$ cat src/rtl/tea_cbc_sequencer.sv
// rtl/tea_cbc_sequencer.sv - ECB/CBC block-chaining sequencer feeding a TEA cipher core
module tea_cbc_sequencer #(
    parameter int TIMEOUT = 255,
    parameter int CNT_W   = 16
) (
    input  logic             wb_clk_i,
    input  logic             wb_rst_i,
    input  logic             ctx_load_i,
    input  logic             mode_i,
    input  logic             chain_en_i,
    input  logic [31:0]      iv_v0_i,
    input  logic [31:0]      iv_v1_i,
    input  logic             in_valid_i,
    output logic             in_ready_o,
    input  logic [31:0]      in_v0_i,
    input  logic [31:0]      in_v1_i,
    output logic             core_start_o,
    output logic             core_dec_o,
    output logic [31:0]      core_v0_o,
    output logic [31:0]      core_v1_o,
    input  logic             core_done_i,
    input  logic [31:0]      core_v0_i,
    input  logic [31:0]      core_v1_i,
    output logic             out_valid_o,
    input  logic             out_ready_i,
    output logic [31:0]      out_v0_o,
    output logic [31:0]      out_v1_o,
    output logic             busy_o,
    output logic             err_o,
    output logic [CNT_W-1:0] blk_cnt_o
);

    localparam int TW = (TIMEOUT < 2) ? 1 : $clog2(TIMEOUT + 1);
    localparam logic [TW-1:0] TLAST = TW'(TIMEOUT - 1);

    typedef enum logic [1:0] {
        IDLE      = 2'd0,
        ISSUE     = 2'd1,
        WAIT_CORE = 2'd2,
        OUT_HOLD  = 2'd3
    } state_t;

    state_t            state_q, state_d;
    logic [63:0]       chain_q, chain_d;
    logic [63:0]       blk_q, blk_d;
    logic [63:0]       op_q, op_d;
    logic [63:0]       out_q, out_d;
    logic              mode_q, mode_d;
    logic              cen_q, cen_d;
    logic              err_q, err_d;
    logic [TW-1:0]     timer_q, timer_d;
    logic [CNT_W-1:0]  cnt_q, cnt_d;
    logic [63:0]       in_blk, core_blk;

    assign in_blk   = {in_v0_i, in_v1_i};
    assign core_blk = {core_v0_i, core_v1_i};

    always_ff @(posedge wb_clk_i) begin
        if (wb_rst_i) begin
            state_q <= IDLE;
            chain_q <= '0;
            blk_q   <= '0;
            op_q    <= '0;
            out_q   <= '0;
            mode_q  <= 1'b0;
            cen_q   <= 1'b0;
            err_q   <= 1'b0;
            timer_q <= '0;
            cnt_q   <= '0;
        end else begin
            state_q <= state_d;
            chain_q <= chain_d;
            blk_q   <= blk_d;
            op_q    <= op_d;
            out_q   <= out_d;
            mode_q  <= mode_d;
            cen_q   <= cen_d;
            err_q   <= err_d;
            timer_q <= timer_d;
            cnt_q   <= cnt_d;
        end
    end

    always_comb begin
        state_d = state_q;
        chain_d = chain_q;
        blk_d   = blk_q;
        op_d    = op_q;
        out_d   = out_q;
        mode_d  = mode_q;
        cen_d   = cen_q;
        err_d   = err_q;
        timer_d = timer_q;
        cnt_d   = cnt_q;
        unique case (state_q)
            IDLE: begin
                if (ctx_load_i) begin
                    chain_d = {iv_v0_i, iv_v1_i};
                    mode_d  = mode_i;
                    cen_d   = chain_en_i;
                    err_d   = 1'b0;
                    cnt_d   = '0;
                end else if (in_valid_i) begin
                    blk_d   = in_blk;
                    // Only CBC encrypt whitens the operand; decrypt unchains after the core.
                    op_d    = (cen_q && !mode_q) ? (in_blk ^ chain_q) : in_blk;
                    state_d = ISSUE;
                end
            end
            ISSUE: begin
                timer_d = TW'(1);
                state_d = WAIT_CORE;
            end
            WAIT_CORE: begin
                if (core_done_i) begin
                    out_d = (cen_q && mode_q) ? (core_blk ^ chain_q) : core_blk;
                    if (cen_q) begin
                        chain_d = mode_q ? blk_q : core_blk;
                    end
                    state_d = OUT_HOLD;
                end else if (timer_q >= TLAST) begin
                    err_d   = 1'b1;
                    state_d = IDLE;
                end else begin
                    timer_d = timer_q + TW'(1);
                end
            end
            OUT_HOLD: begin
                if (out_ready_i) begin
                    cnt_d   = cnt_q + CNT_W'(1);
                    state_d = IDLE;
                end
            end
            default: state_d = IDLE;
        endcase
    end

    assign in_ready_o   = (state_q == IDLE) && !ctx_load_i;
    assign core_start_o = (state_q == ISSUE);
    assign core_dec_o   = mode_q;
    assign core_v0_o    = op_q[63:32];
    assign core_v1_o    = op_q[31:0];
    assign out_valid_o  = (state_q == OUT_HOLD);
    assign out_v0_o     = out_q[63:32];
    assign out_v1_o     = out_q[31:0];
    assign busy_o       = (state_q != IDLE);
    assign err_o        = err_q;
    assign blk_cnt_o    = cnt_q;

endmodule

$ cat config.mk
export PLATFORM = sky130hd
export DESIGN_NAME = tea_cbc_sequencer
export DESIGN_NICKNAME = d
export VERILOG_FILES = /design/src/rtl/tea_cbc_sequencer.sv
export SDC_FILE = /design/constraint.sdc
export NUM_CORES = 1
export LEC_CHECK = 0
export CAP_MARGIN = 20
export CORE_MARGIN = 5
export CORE_UTILIZATION = 50
export DETAILED_ROUTE_END_ITERATION = 6
export DONT_BUFFER_PORTS = 1
export PLACE_DENSITY = 0.67
export SYNTH_ARGS = -nofsm -noshare
export SYNTH_HDL_FRONTEND = slang
export SYNTH_SLANG_ARGS = --single-unit
$ cat constraint.sdc
create_clock -name wb_clk_i -period 2.5 [get_ports wb_clk_i]
set_clock_uncertainty 0.15 [all_clocks]
set_input_delay 0.25 -clock wb_clk_i [delete_from_list [all_inputs] [get_ports wb_clk_i]]
set_output_delay 0.25 -clock wb_clk_i [all_outputs]
set_load 0.02 [all_outputs]
; Word level (Yosys, flattened, before mapping)
; Index checks and enable logic that the tools add are counted.
[totals]
register_bits = 285
inputBits = 200
output_inout_bits = 150
[classes]
n_addsub = 2
n_lt_le_gt_ge = 1
n_eq_ne = 13
mux = 23
bitwise = 3
reduce_logical = 18
[ops]
columns = op, n
row1 = $mux W64, 6
row2 = $pmux W64 S2, 1
row3 = $xor A64 B64 Y64, 2
row4 = $mux W16, 2
row5 = $pmux W16 S2, 1
row6 = $add A16 B1 Y16 const B, 1
row7 = $mux W8, 2
row8 = $ne A2 B2 Y1 const B, 8
row9 = $pmux W8 S2, 1
row10 = $reduce_and A4 Y1, 3
row11 = $mux W2, 5
row12 = $reduce_and A3 Y1, 3
row13 = $add A8 B1 Y8 const B, 1
row14 = $ge A8 B8 Y1 const B, 1
row15 = $pmux W2 S4, 1
row16 = $reduce_bool A2 Y1, 4
row17 = $eq A2 B2 Y1 const B, 2
row18 = $reduce_and A2 Y1, 2
row19 = $logic_and A1 B1 Y1, 3
row20 = $mux W1, 3
row21 = $ne A3 B3 Y1 const B, 1
row22 = $eq A2 B1 Y1 const B, 1
row23 = $logic_not A1 Y1, 2
row24 = $logic_not A2 Y1, 1
row25 = 3 further kinds, 3

; Logic depth before layout (Yosys ltp)
[logic_depth]
depth_word = 4
depth_mapped = 7

; Worst setup path after synthesis
; Ideal clock, no wire load.
[synth_path]
path_kind = reg-to-reg
startpoint = register timer_q[0]
endpoint = register timer_q[4]
arrival_time_ns = 1.746
required_ns = 2.264
path_slack_ns = 0.518
path_stages_with_launch = 7
path_buffers = 0
synth_period_minus_slack_ns = 1.982
cell_sequence = dfxtp_1 -> inv_1 -> ha_1 -> o211ai_1 -> o21a_1 -> mux2_2 -> a211oi_1
[synth_via]
elab_chain_cells = 4
elab_cells_between_ends = 7
[synth_lines]
columns = element, line_no
row1 = "start, declared", 51  ; logic [TW-1:0] timer_q, timer_d;
row2 = "start signal, assigned", 79  ; timer_q <= timer_d;
row3 = $add A8 B1 Y8, 125  ; timer_d = timer_q + TW'(1);
row4 = $mux W8, 121  ; end else if (timer_q >= TLAST) begin
row5 = $mux W8, 115  ; if (core_done_i) begin
row6 = $pmux W8 S2, 95  ; unique case (state_q)
; Parallel ways exist; a longest one is shown, timed or not. The select of a mux whose other input is x is not followed.
; A chain may end at the register's enable or synchronous reset.

; Worst setup path in the final report
[layout_path]
startpoint = register state_q[0]
endpoint = register chain_q[38]
[layout_via]
elab_chain_cells = 3
elab_cells_between_ends = 8
[layout_lines]
columns = element, line_no
row1 = "start, declared", 43  ; state_t state_q, state_d;
row2 = "start signal, assigned", 71  ; state_q <= state_d;
row3 = $eq A2 B2 Y1 or $logic_not A2 Y1 (tied branches), 95
row4 = $ne A2 B2 Y1 (no line) or $reduce_bool A2 Y1 (tied branches), -
row5 = $reduce_and A4 Y1 (no line), -
row6 = "end signal, assigned", 72  ; chain_q <= chain_d;
row7 = "end, declared", 44  ; logic [63:0] chain_q, chain_d;
; Parallel ways exist; a longest one is shown, timed or not.

==> impl_metrics.env <==
export IMPL_status="finished with violations"
export IMPL_failed_checks="negative setup slack"
export IMPL_ys_ff_latch=285
export IMPL_area_growth_pct=33.91
export IMPL_io_buffer_count=0
export IMPL_synth_area_um2=12880
export IMPL_power_per_cell_area_nw_per_um2=653.6
export IMPL_routed_wl_mm=42.92
export IMPL_leakagePower_nw=6.102
export IMPL_cp_max_fo=129
export IMPL_wl_per_cell_um=19.81
export IMPL_synth_area_leaders="dfxtp_1, nand2_1, xor2_1"
export IMPL_synthArstFlopShare=0
export IMPL_worst_r2r_cell_count=7
export IMPL_die_h_um=170.5
export IMPL_clk_pin_slew_ns=0.06
export IMPL_fin_area_um2=17240
export IMPL_max_slew_margin=0.5683
export IMPL_track_usage=0.2461
export IMPL_insertion_delay_ns=0.55
export IMPL_antenna_found_initial=2
export IMPL_num_nets_final=2013
export IMPL_netlist_instances=1567
export IMPL_synth_ff_type="dfxtp_1"
export IMPL_worst_ep_required_time_ns=2.75
export IMPL_synth_edff_count=0
export IMPL_core_um2=25250
export IMPL_min_period_ns=2.535
export IMPL_r2r_start="state_q[0]$_SDFFE_PP0P_"
export IMPL_yosysWarnings=0
export IMPL_grt_pass1_vias=10842
export IMPL_hold_end="chain_q[62]$_SDFFE_PP0P_"
export IMPL_numCtsBuffers=30
export IMPL_layout_common_cells="nand2_1, dlygate4sd3_1, dfxtp_1, a21oi_1, nor2_1"
export IMPL_htree_levels=1
export IMPL_die_w_um=170.5
export IMPL_grt_max_degree=268
export IMPL_setup_viol=2
export IMPL_min_delay_path_class="in2reg"
export IMPL_yosysTopAreaCellShare=0.4431
export IMPL_end_kind="register"
export IMPL_hpwlAfterDp_mm=23.30
export IMPL_grt_pass1_wl_mm=58.77
export IMPL_grt_overflow=0
export IMPL_ir_worst_vdd_uv=651.0
export IMPL_die_area_um2=29060
export IMPL_worstHoldStart="wb_rst_i"
export IMPL_arrival_ns=2.78
export IMPL_cts_sinks=285
export IMPL_initial_core_util=0.5099
export IMPL_finalWorstSetupSlack_ns=-0.03541
export IMPL_worst_slew_pin_slew_ns=0.6476
export IMPL_ioPinCount=350
export IMPL_hold_violations=0
export IMPL_core_rowCount=58
export IMPL_worst_r2r_setup_slack_ns=-0.04
export IMPL_vias=12298
export IMPL_antenna_left=0
export IMPL_grt_setup_unrepaired="true"
export IMPL_hold_path_cell_count=2
export IMPL_remaining_drc_errors=0
export IMPL_synth_cell_type_count=41
export IMPL_max_freq_ghz=0.3944
export IMPL_slew_viol_final=0
export IMPL_r2r_end="chain_q[38]$_SDFFE_PP0P_"
export IMPL_setup_tns_ns=-0.04649
export IMPL_synth_seq_area_share=0.4431
export IMPL_dp_worst_setup_slack_ns=0.4028
export IMPL_drive_gt1_frac=0.05234
export IMPL_crit_path_start_kind="register"
export IMPL_min_period_over_period=1.014
export IMPL_final_common_cell="nand2_1"
export IMPL_clock_tree_root_cell="clkbuf_16"
export IMPL_avgSynthCellArea_um2=8.217
export IMPL_cts_tree="done"
export IMPL_viasPerCell=5.675
export IMPL_dr_pass1_iters=5
export IMPL_gp_congestion=0.8283
export IMPL_drt_initial_drc_count=966
export IMPL_placed_area_um2=13130
export IMPL_path_class="reg2reg"
export IMPL_synth_largest_area_cell="dfxtp_1"
export IMPL_maxCapViolCount=0
export IMPL_syn_num_nets=1770
export IMPL_cts_buffer_depth=3
## cell usage after synthesis, types with 2 or more instances
library cell	instances
nand2b_1	3
and3_1	4
o211ai_1	68
dfxtp_1	285
o31ai_1	2
and4_1	4
nor2b_1	3
nand3_1	3
ha_1	3
and2_1	4
nor3b_2	2
o21ai_0	10
inv_1	6
nor2_1	143
mux2i_1	64
clkbuf_1	55
or3_1	7
nand4_1	2
xnor2_1	2
mux2_2	2
o2111ai_1	6
a211oi_1	130
a21oi_1	146
buf_2	59
xor2_1	136
a2111oi_0	2
nand2_1	392
buf_1	11
## sequential cells by signal, summed over array words and instances, names as in the netlist
register / count
blk_q: 64
chain_q: 64
op_q: 64
out_q: 64
blk_cnt_o: 16
timer_q: 8
state_q: 2
cen_q: 1
core_dec_o: 1
err_o: 1
## worst max path at each step
stage          slack (ns)  cells after the start                     from                        to
6_report            -0.04                      7  state_q[0]$_SDFFE_PP0P_  chain_q[38]$_SDFFE_PP0P_
4_1_cts              0.02                      7  state_q[1]$_SDFFE_PP0P_  chain_q[12]$_SDFFE_PP0P_
2_1_floorplan        0.52                      6  timer_q[0]$_SDFFE_PP0P_   timer_q[4]$_SDFFE_PP0P_
5_1_grt             -0.12                      7  state_q[0]$_SDFFE_PP0P_  chain_q[38]$_SDFFE_PP0P_
3_3_place_gp         0.46                      6  state_q[1]$_SDFFE_PP0P_     op_q[12]$_SDFFE_PP0P_
3_5_place_dp         0.40                      6  state_q[1]$_SDFFE_PP0P_     op_q[32]$_SDFFE_PP0P_
## layout make-up
type                    instances  area [um2]
diodes                          3       7.507
clock buffers                  48       919.6
clock inverters                 8       92.59
fillers                      1943        8011
inverters                       6       22.52
multi-input cells            1152        6649
flip-flops and latches        285        5710
well taps                     330       412.9
repair buffers                335        3428
## power breakdown
part	internal (mW)	switching [mW]	total, mW
combinational	0.759	0.793	1.55
sequential	4.81	0.360	5.17
clock	2.71	1.83	4.54
## worst max-delay path, stage by stage (launching register included)
cell,delay (ns)
dfxtp_1,0.31
buf_4,0.19
nor2b_4,0.21
buf_12,0.47
nand2_1,0.13
o211ai_1,0.13
dlygate4sd3_1,0.59
a21oi_1,0.08
## cell families (layout without fill, tap and decap cells)
kind of cell	Yosys count	in the layout	share of synthesized area
AOI/OAI and AO/OA	370	370	0.1871
muxes	66	66	0.05150
xor gates and xnor gates	138	138	0.09387
and+or+nand+nor	574	575	0.1776
adders and majority gates	3	3	0.002915
other	0	3	0
DFF	285	285	0.4431
buffers and inverters	131	397	0.04392
## repair_timing
action | CTS | global route
setup endpoints to repair | 0 | 70
hold buffers | 140 | 166
gates resized for setup | 0 | 4
hold endpoints to repair | 285 | 181
buffers inserted | 0 | 1
## layer usage
layer	GRT usage	vias to the layer above	routed length, um
met4	0.09688	2	1776
met2	0.3982	608	20470
met1	0.3011	5709	16210
met5	0	-	11
li1	-	5844	-
met3	0.08664	135	4449
## metrics by stage
step | utilization | hold slack, ns | cells | total power, mW
after detailed placement | 0.5198 | 0.2138 | 1801 | 6.287
final | 0.6828 | 0.06494 | 2167 | 11.27
after global routing | 0.6826 | 0.09814 | 2165 | 11.73
after global placement | 0.5198 | 0.2197 | 1801 | 6.260
after floorplan | - | 0.2360 | 1567 | 6.054
after CTS | 0.6153 | -0.3624 | 1997 | 10.98
Power figures use the tool's default switching activity.
